$ cat config.mk
export PLATFORM = sky130hd
export DESIGN_NAME = alu_cmd_host
export DESIGN_NICKNAME = d
export VERILOG_FILES = /design/src/rtl/alu_cmd_host.sv
export SDC_FILE = /design/constraint.sdc
export NUM_CORES = 1
export LEC_CHECK = 0
export ABC_CLOCK_PERIOD_IN_PS = 7000
export BUFFER_PORTS_ARGS = -buffer_cell sky130_fd_sc_hd__buf_2
export CORE_AREA = 2 2 135 137
export CTS_CLUSTER_DIAMETER = 50
export DETAILED_ROUTE_END_ITERATION = 7
export DIE_AREA = 0 0 137 139
export PLACE_DENSITY = 0.64
export SYNTH_ARGS = -nofsm -noshare
export SYNTH_HDL_FRONTEND = slang
export SYNTH_SLANG_ARGS = --single-unit
$ cat constraint.sdc
create_clock -name clk -period 7 [get_ports clk]
set_clock_uncertainty 0.15 [all_clocks]
set_input_delay 0.7 -clock clk [delete_from_list [all_inputs] [get_ports clk]]
set_output_delay 0.7 -clock clk [all_outputs]
set_load 0.03 [all_outputs]
$ cat src/rtl/alu_cmd_host.sv
// alu_cmd_host: host end of the ALU command path. Packs host requests into
// {op, b, a} command words, keeps an in-order queue of locally computed
// expected results, checks each returning ALU result against the queue head
// and hands a response plus error status back to the host.
module alu_cmd_host #(
    parameter int unsigned MAX_OUT = 4,
    parameter int unsigned TIMEOUT = 64,
    parameter int unsigned CNT_W   = 16
) (
    input  logic             clk,
    input  logic             reset,
    input  logic             req_valid,
    output logic             req_ready,
    input  logic [1:0]       req_op,
    input  logic [3:0]       req_a,
    input  logic [3:0]       req_b,
    output logic             cmd_valid,
    input  logic             cmd_ready,
    output logic [9:0]       cmd_data,
    input  logic             res_valid,
    output logic             res_ready,
    input  logic [8:0]       res_data,
    output logic             rsp_valid,
    input  logic             rsp_ready,
    output logic [8:0]       rsp_data,
    output logic             rsp_err,
    input  logic             clr,
    output logic             timeout,
    output logic             proto_err,
    output logic [CNT_W-1:0] cmd_cnt,
    output logic [CNT_W-1:0] err_cnt
);

    localparam int unsigned PTR_W = (MAX_OUT > 1) ? $clog2(MAX_OUT) : 1;
    localparam int unsigned OUT_W = $clog2(MAX_OUT + 1);
    localparam int unsigned TMO_W = $clog2(TIMEOUT + 1);

    typedef enum logic [1:0] {StIdle, StSend, StRej} state_e;

    state_e           state_q;
    logic [8:0]       exp_mem [MAX_OUT];
    logic [PTR_W-1:0] wr_ptr_q;
    logic [PTR_W-1:0] rd_ptr_q;
    logic [OUT_W-1:0] outstanding_q;
    logic [TMO_W-1:0] tmo_cnt_q;
    logic [TMO_W-1:0] tmo_cnt_d;

    logic       req_is_dz;
    logic       req_fire;
    logic       rej_fire;
    logic       push;
    logic       res_fire;
    logic       pop;
    logic       stray_res;
    logic       res_mismatch;
    logic       issue_err;
    logic [8:0] exp_val;
    logic [1:0] cmd_op;
    logic [3:0] cmd_a;
    logic [3:0] cmd_b;

    assign req_is_dz = (req_op == 2'd3) && (req_b == 4'd0);
    assign cmd_op    = cmd_data[9:8];
    assign cmd_b     = cmd_data[7:4];
    assign cmd_a     = cmd_data[3:0];

    // Host request acceptance: a div-by-zero is only taken when the link is fully drained
    // so its synthetic response cannot collide with a real result.
    always_comb begin
        req_ready = 1'b0;
        if (state_q == StIdle) begin
            if (req_is_dz) begin
                req_ready = (outstanding_q == '0) && !rsp_valid;
            end else begin
                req_ready = (outstanding_q < OUT_W'(MAX_OUT));
            end
        end
    end

    assign req_fire     = req_valid && req_ready;
    assign rej_fire     = req_fire && req_is_dz;
    assign push         = cmd_valid && cmd_ready;
    assign res_ready    = !rsp_valid || rsp_ready;
    assign res_fire     = res_valid && res_ready;
    assign pop          = res_fire && (outstanding_q != '0);
    assign stray_res    = res_fire && (outstanding_q == '0);
    assign res_mismatch = (res_data != exp_mem[rd_ptr_q]);
    assign issue_err    = (pop && res_mismatch) || rej_fire;

    // Expected result of the command currently on the link; div-by-zero never reaches here.
    always_comb begin
        exp_val = '0;
        case (cmd_op)
            2'd0: exp_val = {5'd0, cmd_a} + {5'd0, cmd_b};
            2'd1: exp_val = {5'd0, cmd_a} - {5'd0, cmd_b};
            2'd2: exp_val = {5'd0, cmd_a} * {5'd0, cmd_b};
            2'd3: exp_val = (cmd_b == 4'd0) ? 9'd0 : {5'd0, cmd_a / cmd_b};
        endcase
    end

    // Command FSM with registered cmd_valid/cmd_data held stable until accepted.
    always_ff @(posedge clk or posedge reset) begin
        if (reset) begin
            state_q   <= StIdle;
            cmd_valid <= 1'b0;
            cmd_data  <= '0;
        end else begin
            case (state_q)
                StIdle: begin
                    if (req_fire) begin
                        if (req_is_dz) begin
                            state_q <= StRej;
                        end else begin
                            cmd_data  <= {req_op, req_b, req_a};
                            cmd_valid <= 1'b1;
                            state_q   <= StSend;
                        end
                    end
                end
                StSend: begin
                    if (cmd_ready) begin
                        cmd_valid <= 1'b0;
                        state_q   <= StIdle;
                    end
                end
                StRej:   state_q <= StIdle;
                default: state_q <= StIdle;
            endcase
        end
    end

    // Expected-value storage; contents need no reset since pointers define validity.
    always_ff @(posedge clk) begin
        if (push) begin
            exp_mem[wr_ptr_q] <= exp_val;
        end
    end

    // Queue pointers and in-flight count; pointers wrap naturally at power-of-2 depth.
    always_ff @(posedge clk or posedge reset) begin
        if (reset) begin
            wr_ptr_q      <= '0;
            rd_ptr_q      <= '0;
            outstanding_q <= '0;
        end else begin
            if (push) wr_ptr_q <= wr_ptr_q + 1'b1;
            if (pop)  rd_ptr_q <= rd_ptr_q + 1'b1;
            case ({push, pop})
                2'b10:   outstanding_q <= outstanding_q + 1'b1;
                2'b01:   outstanding_q <= outstanding_q - 1'b1;
                default: outstanding_q <= outstanding_q;
            endcase
        end
    end

    // Response register toward the host: checked result or div-by-zero reject.
    always_ff @(posedge clk or posedge reset) begin
        if (reset) begin
            rsp_valid <= 1'b0;
            rsp_data  <= '0;
            rsp_err   <= 1'b0;
        end else if (pop) begin
            rsp_valid <= 1'b1;
            rsp_data  <= res_data;
            rsp_err   <= res_mismatch;
        end else if (rej_fire) begin
            rsp_valid <= 1'b1;
            rsp_data  <= 9'h1FF;
            rsp_err   <= 1'b1;
        end else if (rsp_ready) begin
            rsp_valid <= 1'b0;
        end
    end

    // Stall counter: runs only while results are owed and none is arriving; saturates.
    always_comb begin
        tmo_cnt_d = tmo_cnt_q;
        if (res_fire || (outstanding_q == '0)) begin
            tmo_cnt_d = '0;
        end else if (tmo_cnt_q != TMO_W'(TIMEOUT)) begin
            tmo_cnt_d = tmo_cnt_q + 1'b1;
        end
    end

    // Sticky status flags and saturating statistics; clr wins over a same-cycle set.
    always_ff @(posedge clk or posedge reset) begin
        if (reset) begin
            tmo_cnt_q <= '0;
            timeout   <= 1'b0;
            proto_err <= 1'b0;
            cmd_cnt   <= '0;
            err_cnt   <= '0;
        end else begin
            tmo_cnt_q <= tmo_cnt_d;
            if (clr) begin
                timeout   <= 1'b0;
                proto_err <= 1'b0;
                cmd_cnt   <= '0;
                err_cnt   <= '0;
            end else begin
                if (tmo_cnt_d == TMO_W'(TIMEOUT)) timeout <= 1'b1;
                if (stray_res) proto_err <= 1'b1;
                if (push && (cmd_cnt != '1)) cmd_cnt <= cmd_cnt + 1'b1;
                if (issue_err && (err_cnt != '1)) err_cnt <= err_cnt + 1'b1;
            end
        end
    end

endmodule

# == Yosys cells after proc, flatten, opt, wreduce, memory -nomap -nowiden ==
# Memories as Yosys holds them, arrays and structs flattened.
# Index checks and enable logic that the tools add are counted.
# totals
mem_bits_rw,36
regBits,72
output_inout_bits,58
mem_count,1
# classes
n_addsub,9
n_bitwise,1
n_mux,32
n_eq_ne,15
div_mod_pow,1
mul,1
n_reduce_logical,32
magnitude_cmp,1
# mem_list
name,depth,word_bits,rd,rd_ports_with_merged_regs,wr,line,rtl
exp_mem,4,9,1,0,1,41,logic [8:0] exp_mem [MAX_OUT];
# op_table
op,count
2-to-1 mux 16 bit,4
one-hot mux 9 bit (4 select lines),1
"adder 16 x 1 -> 16 bit, second input constant",2
"!= test 16 bit, second input constant",2
2-to-1 mux 9 bit,2
2-to-1 mux 1 bit,16
2-to-1 mux 7 bit,2
nonzero test 2 bit,7
logical AND 1 bit,11
!= test 9 bit,1
"== test 2 bit, second input constant",4
zero test 4 bit,2
multiplier 4 x 4 -> 8 bit,1
"adder 7 x 1 -> 7 bit, second input constant",1
"== test 7 bit, second input constant",1
"!= test 7 bit, second input constant",1
"== test 2 x 1 -> 1 bit, second input constant",3
2-to-1 mux 2 bit,3
"!= test 2 bit, second input constant",3
one-hot mux 3 bit (2 select lines),1
nonzero test 3 bit,2
adder 4 x 4 -> 5 bit,1
subtractor 4 x 4 -> 5 bit,1
"adder 2 x 1 -> 2 bit, second input constant",2
other kinds (15),18

# == Logic depth before layout (Yosys ltp) ==
# Gate-level depths: netlist of run 1.
# depth
ltp_word,10
ltp_mapped,22
mapped_depth_nobuf,22

# == Least setup slack after synthesis of run 1 ==
# OpenSTA, ideal clock, no wires.
# synth_timing
kind,register -> register
start,register cmd_data[4]
end,"memory exp_mem[0][0], data pin"
arrival_ps,3969
path_stages_with_launch,19
path_buffers,0
setup_slack_ps,2589
path_cell_list,dfrtp_1 > inv_1 > ha_1 > a21oi_1 > ha_1 > o21a_1 > o211ai_1 > o21ai_0 > ha_1 > o21a_1 > o21ai_0 > a21oi_1 > mux2_2 > ha_1 > a21o_1 > a21oi_1 > o22ai_1 > nand2_1 > o21ai_0
# synth_via
elab_chain_len,3
word_cells_on_any_way,7
classes_between,2 x add/sub; 1 x mul; 1 x div; 2 x mux; 1 x reduce/logical
# synth_lines
element,line,rtl
"start, declared",19,"output logic [9:0] cmd_data,"
"start signal, assigned",114,"cmd_data <= {req_op, req_b, req_a};"
divider 4 x 4 -> 4 bit or zero test 4 bit (tied branches),97,"2'd3: exp_val = (cmd_b == 4'd0) ? 9'd0 : {5'd0, cmd_a / cmd_b};"
2-to-1 mux 4 bit,97,
one-hot mux 9 bit (4 select lines) (*),93,case (cmd_op)
named net exp_val[0],57,logic [8:0] exp_val;
"end, declared",41,
# The timed path passes the listed nets; every way through them passes the cells marked *.

# == Worst setup path in the final report of run 1 ==
# layout_timing
start,register cmd_data[4]
end,"memory exp_mem[3][0], data pin"
# The elaborated chain is that of the path after synthesis.

==> out/qor.txt, run 1 <==
Post-DP HPWL: 9.49 mm
Reg-to-Reg End: exp_mem[3][0]
Multi-input gate area: 2940 um^2
Final wirelength: 13.0 mm
Final hold vios: 0
Largest cells by area after synthesis: dfrtp_1, edfxtp_1, ha_1
Finish-stage setup viols: 0
Minimum clock period: 4700 ps
Slew margin rel.: 26.2%
Initial Utilization: 34.4%
Clk sinks: 108
Top-area cell type share of the netlist area: 29.6%
Worst Setup End Kind: register
Most frequent cell after synthesis: dfrtp_1
FILL cells: 1728
GRT overflow: 0
# resized after CTS: 0
Die extent in x: 137 um
Pwr Density: 430 nW/um^2
Routed Antenna Nets: 0
Reg-to-reg setup timing slack: 2300 ps
Vias in the first global route: 4202
Status: finished, final reports clean
Diode count: 0
FF-to-FF Start: cmd_data[4]
Cells after Synth: 580
FF+latch area: 2880 um^2
Post-CTS Hold Buffers: 0
RSZ-0062 raised after global routing: no
Hold Path End: timeout
Postcts setup bufs: 0
Largest net degree at the start of global routing: 73
Root Driver: clkbuf_16
NetSw: 0.00127 W
Mean Syn Cell Area: 10.5 um^2
WL/cell: 14.6 um
Max-cap violations: 0
Final period util: 67.2%
Final GP Congestion: 0.797
Worst setup SP type: register
Row cnt: 49
CTS tree: built
Main synth FF type: dfrtp_1
Antenna violations before repair: 0
Clock-pin slew on the worst setup and hold paths: 90 ps
WHS Path Cells: 2
Worst skew pair latency: 360 ps
Worst-case reg-to-reg path depth: 18
Slew @ Worst Pin: 1110 ps
Die height: 139 um
I/O pin cnt: 84
Clk pwr share: 17.4%
Layout cell share with drive strength beyond 1: 17.9%
Worst Path Required: 6910 ps
Die ar.: 19000 um^2
# H-tree levels: 3
Critical path class: register to register
Synth async-reset ratio: 66.7%
Logic gate share of total power: 47.6%
Clock buffer depth: 2
Synthesized area: 6080 um^2
Post-synth EDFFs: 36
Area growth, synth to finish: 15.0%
Core box area: 17700 um^2
Maximum vdd drop: 0.000243 V
WP data arrival: 4610 ps
Pins over their slew limit: 0
CP max FO: 8
Layout Utilization: 39.6%
DR vias/cell: 4.89
Pint: 0.00174 W
Synthesis Warnings: 0
Sequential share of the synthesized area: 47.4%
First-pass GRT wire length: 21.7 mm
CTS buffer count: 9
IO Port Bufs: 83
Sw Share: 42.2%
Power share of the sequential group: 35.0%
Via count: 4352
Leak: 3.20 nW
Fin nets: 731
Yosys cell types: 50
Max Freq: 0.213 GHz
Hold Crit Start: timeout
GRT Util Overall: 14.4%
Syn Nets: 655
Hold Crit Class: register to register
Synth area leader: dfrtp_1
Number of detailed-route iterations in the first pass: 6
Setup_tns: 0 ps
#FFs+latches synth: 108
Starting DRT DRC Count: 214
DRC violations left: 0
Commonest cells in the netlist: dfrtp_1, nor2_1, nand2_1
-- layer usage --
metal  share of wire (%)  track usage (%)  vias to the layer above
li1                    -                -                     2188
met1                  49             20.4                     2067
met2                  46             22.0                       88
met3                 4.6             3.03                        9
met4                 1.0             4.18                        0
met5                   0                0                        -
-- cells by family after synthesis --
kind of cell / after synthesis / synth area share, %
mux: 24 / 5.12
flops: 108 / 47.4
buf+inv: 61 / 4.28
xor+xnor: 50 / 7.20
fa+ha+maj: 49 / 10.9
compound gates: 100 / 9.71
simple gates: 188 / 15.3
-- power groups by stage --
stage	Clock, W	Combinational [W]	Sequential, W
after detailed placement	0	0.00144	0.00106
after CTS	0.000539	0.00145	0.00105
after global routing	0.000564	0.00163	0.00108
after global placement	0	0.00142	0.00106
final	0.000523	0.00143	0.00105
after floorplan	0	0.00106	0.00110
-- layout make-up --
type	count	share of cell area, %
multi-input cells	411	42.0
flip-flops and latches	108	41.2
repair buffers	84	6.05
well taps	229	4.10
clock buffers	9	3.22
inverters	42	2.26
clock inverters	7	1.13
-- placed cells by master (no fill, tap or decap), drive strengths merged, types with 16 or more instances in the layout --
master | Yosys | routed
a21oi | 33 | 33
buf | 6 | 84
dfrtp | 72 | 72
edfxtp | 36 | 36
ha | 42 | 42
inv | 42 | 48
nand2 | 49 | 49
nand3 | 18 | 18
nor2 | 51 | 51
nor3 | 16 | 16
o21ai | 35 | 35
xnor2 | 24 | 24
xor2 | 26 | 26
-- sequential cells by signal (all words and copies together) (netlist names) --
register / flops
cmd_cnt: 16
cmd_data: 10
cmd_valid: 1
err_cnt: 16
exp_mem: 36
outstanding_q: 3
proto_err: 1
rd_ptr_q: 2
rsp_data: 9
rsp_err: 1
rsp_valid: 1
state_q: 2
timeout: 1
tmo_cnt_q: 7
wr_ptr_q: 2
-- critical path, cell delays in order, from the launching register on --
cell and delay [ps]:
dfrtp_1 480, inv_1 150, ha_1 310, a21oi_1 210, ha_1 280, o21a_1 120, o211ai_1 340, o21ai_0 180
ha_1 340, o21a_1 140, o21ai_0 70, a21oi_1 360, mux2_2 390, ha_1 280, a21o_1 160, a21oi_1 140
o22ai_1 80, nand2_1 80, o21ai_0 140
-- metrics by stage --
stage | instances | setup WS (ps) | total power, W | instance area, um^2 | hold slack, ps
after global routing | 890 | 1780 | 0.00327 | 6990 | 381
after global placement | 874 | 2470 | 0.00248 | 6690 | 330
after detailed placement | 874 | 2300 | 0.00250 | 6690 | 346
after floorplan | 580 | 2590 | 0.00216 | 6080 | 315
final | 890 | 2300 | 0.00300 | 6990 | 360
after CTS | 890 | 2270 | 0.00304 | 6990 | 362
-- worst max-delay path by stage --
| stage | startpoint | slack [ps] | endpoint |
|---|---|---|---|
| after global routing | cmd_data[5] | 1780 | exp_mem[2][0] |
| final | cmd_data[4] | 2300 | exp_mem[3][0] |
| after detailed placement | cmd_data[4] | 2300 | exp_mem[1][0] |
| after CTS | cmd_data[4] | 2270 | exp_mem[2][0] |
| after global placement | cmd_data[4] | 2470 | exp_mem[0][0] |
| after floorplan | cmd_data[4] | 2590 | exp_mem[0][0] |
No activity file was read; power rests on OpenSTA's default activity.
==> run 2: changes to the inputs <==
==> config.mk (replaced) <==
export PLATFORM = sky130hd
export DESIGN_NAME = alu_cmd_host
export DESIGN_NICKNAME = d
export VERILOG_FILES = /design/src/rtl/alu_cmd_host.sv
export SDC_FILE = /design/constraint.sdc
export NUM_CORES = 1
export LEC_CHECK = 0
export ABC_AREA = 1
export ABC_CLOCK_PERIOD_IN_PS = 4000
export BUFFER_PORTS_ARGS = -buffer_cell sky130_fd_sc_hd__buf_2
export CORE_AREA = 2 2 138 140
export CTS_CLUSTER_DIAMETER = 50
export DETAILED_ROUTE_END_ITERATION = 7
export DIE_AREA = 0 0 140 142
export PLACE_DENSITY = 0.65
export SYNTH_ARGS = -nofsm -noshare
export SYNTH_HDL_FRONTEND = slang
export SYNTH_SLANG_ARGS = --single-unit
==> constraint.sdc (replaced) <==
create_clock -name clk -period 4 [get_ports clk]
set_clock_uncertainty 0.15 [all_clocks]
set_input_delay 0.4 -clock clk [delete_from_list [all_inputs] [get_ports clk]]
set_output_delay 0.4 -clock clk [all_outputs]
set_load 0.03 [all_outputs]
==> run 2 against run 1 <==
Effect of this change: the flow now finishes with violations (design-rule violations); hold slack lost 260 ps; combinational power grew 140%; clock-buffer cell count is the same; sequential cell count is the same; design area grew 8.0%; via count grew 20%; sequential share of layout area shrank 3.0 points; total power grew 100%; worst setup slack lost 2200 ps.
==> out/qor.txt, run 2 <==
GRT overflow: 0 (unchanged)
WL/cell: 13.6 um (-6.8%)
Total Power: 0.00609 W (+100%)
Reg-to-Reg End: exp_mem[0][0]
Die height: 142 um (+2.2%)
Number of detailed-route iterations in the first pass: 7 (+1)
Failing checks: design-rule violations
IO Port Bufs: 83 (unchanged)
CTS buffer count: 9 (unchanged)
Biggest regs: exp_mem x36, cmd_cnt x16, err_cnt x16
FILL cells: 1850 (+7.1%)
Most frequent cells in the layout: nand2_1, inv_1, buf_2
Design Area, Final: 7550 um^2 (+8.0%)
Largest net degree at the start of global routing: 48 (-34%)
Layout cell share with drive strength beyond 1: 18.7% (+0.83 points)
Synthesized area: 6350 um^2 (+4.5%)
CP max FO: 6 (-2)
Antenna violations before repair: 0 (unchanged)
Final hold vios: 0 (unchanged)
Worst setup SP type: register
Max Freq: 0.255 GHz (+20%)
DRC violations left: 6 (+6)
Max-cap violations: 0 (unchanged)
Area growth, synth to finish: 18.8%
Placed cells: 1073 (+23%)
Slew margin rel.: 33.1% (+6.9 points)
Starting DRT DRC Count: 378 (+77%)
Core box area: 18500 um^2 (+4.5%)
CP Capture Point: exp_mem[0][0]
Row cnt: 50 (+2.0%)
Vias in the first global route: 4947 (+18%)
# H-tree levels: 3 (unchanged)
Critical path class: register to register
Synth area leader: dfrtp_1
Post-synth EDFFs: 36 (unchanged)
#FFs+latches synth: 108 (unchanged)
Mean Syn Cell Area: 8.43 um^2 (-20%)
DR vias/cell: 4.75 (-2.8%)
Pins over their slew limit: 0 (unchanged)
Largest cells by area after synthesis: dfrtp_1, edfxtp_1, nand2_1
Post-DP HPWL: 10.9 mm (+15%)
Synth async-reset ratio: 66.7% (unchanged)
Fin nets: 932 (+27%)
Root Driver: clkbuf_16
Minimum clock period: 3920 ps (-790 ps)
Routed Antenna Nets: 0 (unchanged)
I/O pin cnt: 84 (unchanged)
Clock buffer depth: 2 (unchanged)
Worst skew pair latency: 360 ps (about the same)
Post-CTS Hold Buffers: 0 (unchanged)
Worst Path Required: 3940 ps (-2970 ps)
CTS tree: built
Syn Nets: 829 (+27%)
Diode count: 0 (unchanged)
Most frequent cell after synthesis: nand2_1
RSZ-0062 raised after global routing: yes
Status: complete, but fails checks
First-pass GRT wire length: 24.6 mm (+13%)
Commonest cells in the netlist: nand2_1, inv_1, nor2_1
Finish-stage setup viols: 0 (unchanged)
Worst-case reg-to-reg path depth: 26 (+8)
Final non-filler cell total: 1096 (+23%)
Initial Utilization: 34.4% (about the same)
Main synth FF type: dfrtp_1
Most common cell after layout, fill and taps aside: nand2_1
Sequential share of the synthesized area: 45.4% (-2.1 points)
Post-placement setup slack: -160 ps (-2460 ps)
GRT Util Overall: 15.3% (+0.98 points)
Leak: 3.76 nW (+17%)
Largest Register: exp_mem
Top-area cell type share of the netlist area: 28.4% (-1.3 points)
FF-to-FF Start: cmd_data[7]
Die ar.: 19900 um^2 (+4.4%)
Clock-pin slew on the worst setup and hold paths: 80 ps (about the same)
Hold Crit Start: cmd_ready
Yosys cell types: 47 (-6.0%)
Pwr Density: 806 nW/um^2 (+88%)
Synthesis Warnings: 0 (unchanged)
Maximum vdd drop: 0.000392 V (+61%)
Hold Crit Class: input port to register
Placed Area: 7090 um^2 (+6.0%)
WP data arrival: 3860 ps (-750 ps)
Via count: 5209 (+20%)
Cells after Synth: 754 (+30%)
Final wirelength: 14.9 mm (+15%)
Final period util: 97.9% (+31 points)
Final GP Congestion: 0.804 (+0.93%)
Worst Setup End Kind: register
Slew @ Worst Pin: 1000 ps (-104 ps)
Reg-to-reg setup timing slack: 80 ps (-2210 ps)
Die extent in x: 140 um (+2.2%)
Crit path launch: cmd_data[7]
Setup WS post-layout: 84.8 ps (-2210 ps)
Max reg flops: 36 (unchanged)
Clk sinks: 108 (unchanged)
[run 2: cell types whose count changed in the layout (fill, tap and decap cells not counted), sizes merged, moves of 18 or more]
cell,previous run,this run
buf,84,105
inv,48,119
nand2,49,175
nand3,18,69
nor2,51,82
xnor2,24,6
[run 2: routing by layer]
layer,global-route usage [%],vias to the layer above,wire (um)
met4,5.21,0,327
li1,-,2662,-
met5,0,-,0
met1,21.7,2423,7300
met2,23.9,102,6710
met3,2.56,22,527
[run 2: cell families after synthesis]
family | after synthesis | share of synthesized area (%)
adder cells (fa/ha/maj) | 49 | 10.5
flip-flops | 108 | 45.4
XOR/XNOR | 22 | 3.03
buffers and inverters | 128 | 8.19
AO/OA/AOI/OAI | 83 | 7.58
multiplexers | 3 | 0.532
AND/OR/NAND/NOR | 361 | 24.8
[run 2: cell type report]
cell class	instances	area, um^2	area share, %
Multi-Input combinational cell	518	3050	40.4
Sequential cell	108	2890	38.2
Clock buffer	9	225	2.98
Inverter	115	432	5.72
Clock inverter	7	76.3	1.01
Tap cell	234	293	3.88
Timing Repair Buffer	105	584	7.74
[run 2: how the worst min path moves through the flow]
| stage | to | slack (ps) | cells past startpoint |
|---|---|---|---|
| after global routing | state_q[0] | 110 | 2 |
| after floorplan | state_q[0] | 290 | 1 |
| after CTS | state_q[0] | 90 | 2 |
| after global placement | state_q[0] | 310 | 1 |
| after detailed placement | state_q[0] | 330 | 1 |
| final | state_q[0] | 100 | 2 |
[run 2: what timing repair did]
| item | 4_1_cts | 5_1_grt |
|---|---|---|
| setup endpoints to repair | 4 | 4 |
| pin swaps | 5 | 11 |
| buffers inserted | 2 | 5 |
| gates resized for setup | 10 | 18 |
[run 2: metrics by stage]
step,util [%],setup TNS (ps),hold slack (ps)
after floorplan,-,0,287
after global placement,38.4,0,307
after detailed placement,38.4,-641,330
after CTS,40.3,0,86.7
after global routing,40.9,-617,106
final,40.9,0,100
[run 2: power breakdown]
part | switching, W | internal, W
Combinational | 0.00213 | 0.00132
Clock | 0.000457 | 0.000447
Sequential | 0.000188 | 0.00154
[run 2: worst max-delay path: stages (launching register included)]
cell and delay [ps]:
dfrtp_1 380, nor2_1 130, inv_2 60, nor2_4 150
buf_6 120, a22oi_2 70, ha_1 300, o21ai_1 70
inv_1 100, nor2_2 50, nor2_2 120, inv_2 90
nand2_2 80, o21ai_4 70, ha_4 290, nand2_1 60
nand2_2 90, nand2_2 50, a21oi_2 150, inv_2 80
nand2_1 70, o21ai_1 60, ha_1 320, a21oi_2 150
o211ai_1 100, a22oi_1 180, o21ai_2 110
==> run 3: changes to the inputs <==
==> config.mk (replaced) <==
export PLATFORM = sky130hd
export DESIGN_NAME = alu_cmd_host
export DESIGN_NICKNAME = d
export VERILOG_FILES = /design/src/rtl/alu_cmd_host.sv
export SDC_FILE = /design/constraint.sdc
export NUM_CORES = 1
export LEC_CHECK = 0
export ABC_CLOCK_PERIOD_IN_PS = 4000
export BUFFER_PORTS_ARGS = -buffer_cell sky130_fd_sc_hd__buf_2
export CORE_AREA = 2 2 135 137
export CTS_CLUSTER_DIAMETER = 50
export DETAILED_ROUTE_END_ITERATION = 7
export DIE_AREA = 0 0 137 139
export PLACE_DENSITY = 0.66
export SYNTH_ARGS = -nofsm -noshare
export SYNTH_HDL_FRONTEND = slang
export SYNTH_SLANG_ARGS = --single-unit
==> constraint.sdc (replaced) <==
create_clock -name clk -period 4 [get_ports clk]
set_clock_uncertainty 0.15 [all_clocks]
set_input_delay 0.4 -clock clk [delete_from_list [all_inputs] [get_ports clk]]
set_output_delay 0.4 -clock clk [all_outputs]
set_load 0.01 [all_outputs]
==> run 3 against run 2 <==
Effect of this change: clock-buffer cell count did not move; register-to-register slack got worse by 230 ps; total power fell by 2.8%; largest power group unchanged; sequential share of layout area rose by 0.81 points; hold slack improved by 5.8 ps; cell count fell by 15%; the flow finishes with violations (negative setup slack); non-clock buffer count rose by 18; largest cell class unchanged; fmax fell by 5.6%; sequential cell count did not move; clock power fell by 0.7%; critical endpoint is now exp_mem[3][0]; first-iteration DRC count fell by 38%.
==> out/qor.txt, run 3 (synthesis results as in run 1) <==
Die height: 139 um (-2.1%)
Critical path class: register to register
Slew margin rel.: 29.0% (-4.1 points)
Logic gate share of total power: 54.9% (-1.8 points)
Clk sinks: 108 (unchanged)
Vias in the first global route: 4520 (-8.6%)
Post-placement setup slack: -135 ps (+25.2 ps)
Placed cells: 895 (-17%)
Largest Register: exp_mem
Routed Antenna Nets: 0 (unchanged)
Worst Path Required: 3930 ps (about the same)
Via count: 4524 (-13%)
CP peak stage delay: 430 ps (+50 ps)
Starting DRT DRC Count: 233 (-38%)
GRT Util Overall: 14.8% (-0.55 points)
I/O pin cnt: 84 (unchanged)
Worst skew pair latency: 360 ps (about the same)
Worst Setup End Kind: register
Clock-pin slew on the worst setup and hold paths: 70 ps (about the same)
Worst setup SP type: register
Failing checks: negative setup slack
Clock buffer depth: 2 (unchanged)
Diode count: 0 (unchanged)
# H-tree levels: 3 (unchanged)
FF-to-FF Start: cmd_data[5]
Antenna violations before repair: 0 (unchanged)
Pwr Density: 800 nW/um^2 (-0.76%)
Final GP Congestion: 0.813 (+1.1%)
DRC violations left: 0 (-6)
GRT overflow: 0 (unchanged)
CTS tree: built
Post-CTS Hold Buffers: 0 (unchanged)
Power share of the sequential group: 30.0% (+1.6 points)
FILL cells: 1710 (-7.6%)
Slew @ Worst Pin: 1060 ps (+62.1 ps)
Number of detailed-route iterations in the first pass: 4 (-3)
Row cnt: 49 (-2.0%)
DR vias/cell: 4.87 (+2.5%)
Largest net degree at the start of global routing: 51 (+6.3%)
Minimum clock period: 4150 ps (+233 ps)
Clk pwr share: 15.2% (+0.3 points)
Sw Share: 39.0% (-6.6 points)
NetSw: 0.00231 W (-17%)
Critical Path Most Common Cell: o21ai_2
Critical Path Slowest Stage Cell: dfrtp_2
Core box area: 17700 um^2 (-4.3%)
Crit-path cells: nor3_4, a21oi_2, a21oi_4, ha_4, o21a_1, o211ai_1, nand2_1, o21ai_2, ha_1, o21a_1, o21ai_2, a21oi_4, buf_6, mux2_4, ha_4, a21o_1, a21oi_1, o22ai_1, nand2_1, o21ai_2
Status: complete, but fails checks
First-pass GRT wire length: 22.5 mm (-8.6%)
Setup WS post-layout: -148 ps (-233 ps)
Root Driver: clkbuf_16
Die extent in x: 137 um (-2.1%)
Final period util: 104% (+5.8 points)
Pint: 0.00361 W (+9.0%)
Final wirelength: 13.4 mm (-9.8%)
Leak: 3.41 nW (-9.3%)
Most frequent cells in the layout: buf_2, dfrtp_1, nor2_1
Max-cap violations: 0 (unchanged)
Finish-stage setup viols: 4 (+4)
IO Port Bufs: 83 (unchanged)
Pins over their slew limit: 0 (unchanged)
Post-DP HPWL: 9.85 mm (-9.6%)
WL/cell: 14.4 um (+6.4%)
Area growth, synth to finish: 21.6%
Hold Crit Start: req_a[0]
Die ar.: 19000 um^2 (-4.2%)
Fin nets: 770 (-17%)
CP max FO: 5 (-1)
Worst path buffer plus inverter count: 1 (-4)
RSZ-0062 raised after global routing: yes
Max reg flops: 36 (unchanged)
Maximum vdd drop: 0.000462 V (+18%)
WP data arrival: 4080 ps (+220 ps)
Max Freq: 0.241 GHz (-5.6%)
Crit path launch: cmd_data[5]
Most common cell after layout, fill and taps aside: buf_2
Biggest regs: exp_mem x36, cmd_cnt x16, err_cnt x16
Final non-filler cell total: 929 (-15%)
Initial Utilization: 34.4% (about the same)
Setup_tns: -548 ps (-548 ps)
CP top delay family: compound AO/OA/AOI/OAI gates
Final hold vios: 0 (unchanged)
CTS buffer count: 9 (unchanged)
Layout cell share with drive strength beyond 1: 24.6% (+5.9 points)
Hold Crit Class: input port to register
-- run 3: cell count changes in the layout (fill, tap and decap cells not counted), moves of 10 or more --
| cell | delta |
|---|---|
| nand3_1 | -48 |
| inv_1 | -67 |
| mux2i_1 | +12 |
| xnor2_1 | +18 |
| nor2_1 | -23 |
| buf_4 | +17 |
| nand2_1 | -122 |
| and3_1 | +10 |
| or3_1 | +11 |
| xor2_1 | +10 |
-- run 3: area by class of cell --
| type | instances | area (um^2) | share of cell area (%) |
|---|---|---|---|
| clock buffers | 9 | 225 | 3.05 |
| clock inverters | 7 | 83.8 | 1.13 |
| inverters | 42 | 158 | 2.13 |
| multi-input cells | 411 | 3030 | 41.0 |
| flip-flops and latches | 108 | 2890 | 39.0 |
| well taps | 229 | 287 | 3.87 |
| repair buffers | 123 | 723 | 9.78 |
-- run 3: repair_timing --
action | in CTS | in global routing
setup endpoints to repair | 4 | 4
setup buffers | 12 | 6
gates resized for setup | 6 | 8
pin swaps | 8 | 15
-- run 3: power groups by stage --
stage / Combinational [W] / Sequential (W) / Clock (W)
global placement: 0.00263 / 0.00179 / 0
floorplan: 0.00187 / 0.00178 / 0
finish: 0.00325 / 0.00177 / 0.000898
CTS: 0.00294 / 0.00178 / 0.000924
detailed placement: 0.00267 / 0.00179 / 0
global route: 0.00362 / 0.00181 / 0.000967
-- run 3: final timing paths --
kind,slack [ps],cells past startpoint,end
setup / recovery,-150,20,exp_mem[3][0]
hold reg to reg,350,2,timeout
setup reg to reg,-150,20,exp_mem[3][0]
hold / removal,110,3,cmd_data[0]
min in group asynchronous,150,2,err_cnt[8]
max in group asynchronous,2660,3,rsp_data[3]
-- run 3: metrics by stage --
stage / power (W) / hold slack, ps / util (%) / instance area [um^2]
after global routing: 0.00640 / 102 / 41.9 / 7390
after floorplan: 0.00365 / 315 / - / 6100
after CTS: 0.00564 / 94.6 / 41.3 / 7290
final: 0.00592 / 106 / 41.9 / 7390
after global placement: 0.00442 / 341 / 38.9 / 6870
after detailed placement: 0.00446 / 344 / 38.9 / 6870
-- run 3: tightest hold or removal path: cells and delay by family --
kind	cells	cell delay (ps)
AO/OA/AOI/OAI	1	60
buffers and inverters	1	80
AND/OR/NAND/NOR	1	30
-- run 3: layer usage --
| metal | global-route usage, % | share of wire [%] |
|---|---|---|
| met2 | 24.2 | 47 |
| met3 | 3.03 | 3.8 |
| met5 | 0 | 0 |
| met1 | 20.1 | 48 |
| met4 | 3.31 | 1.5 |
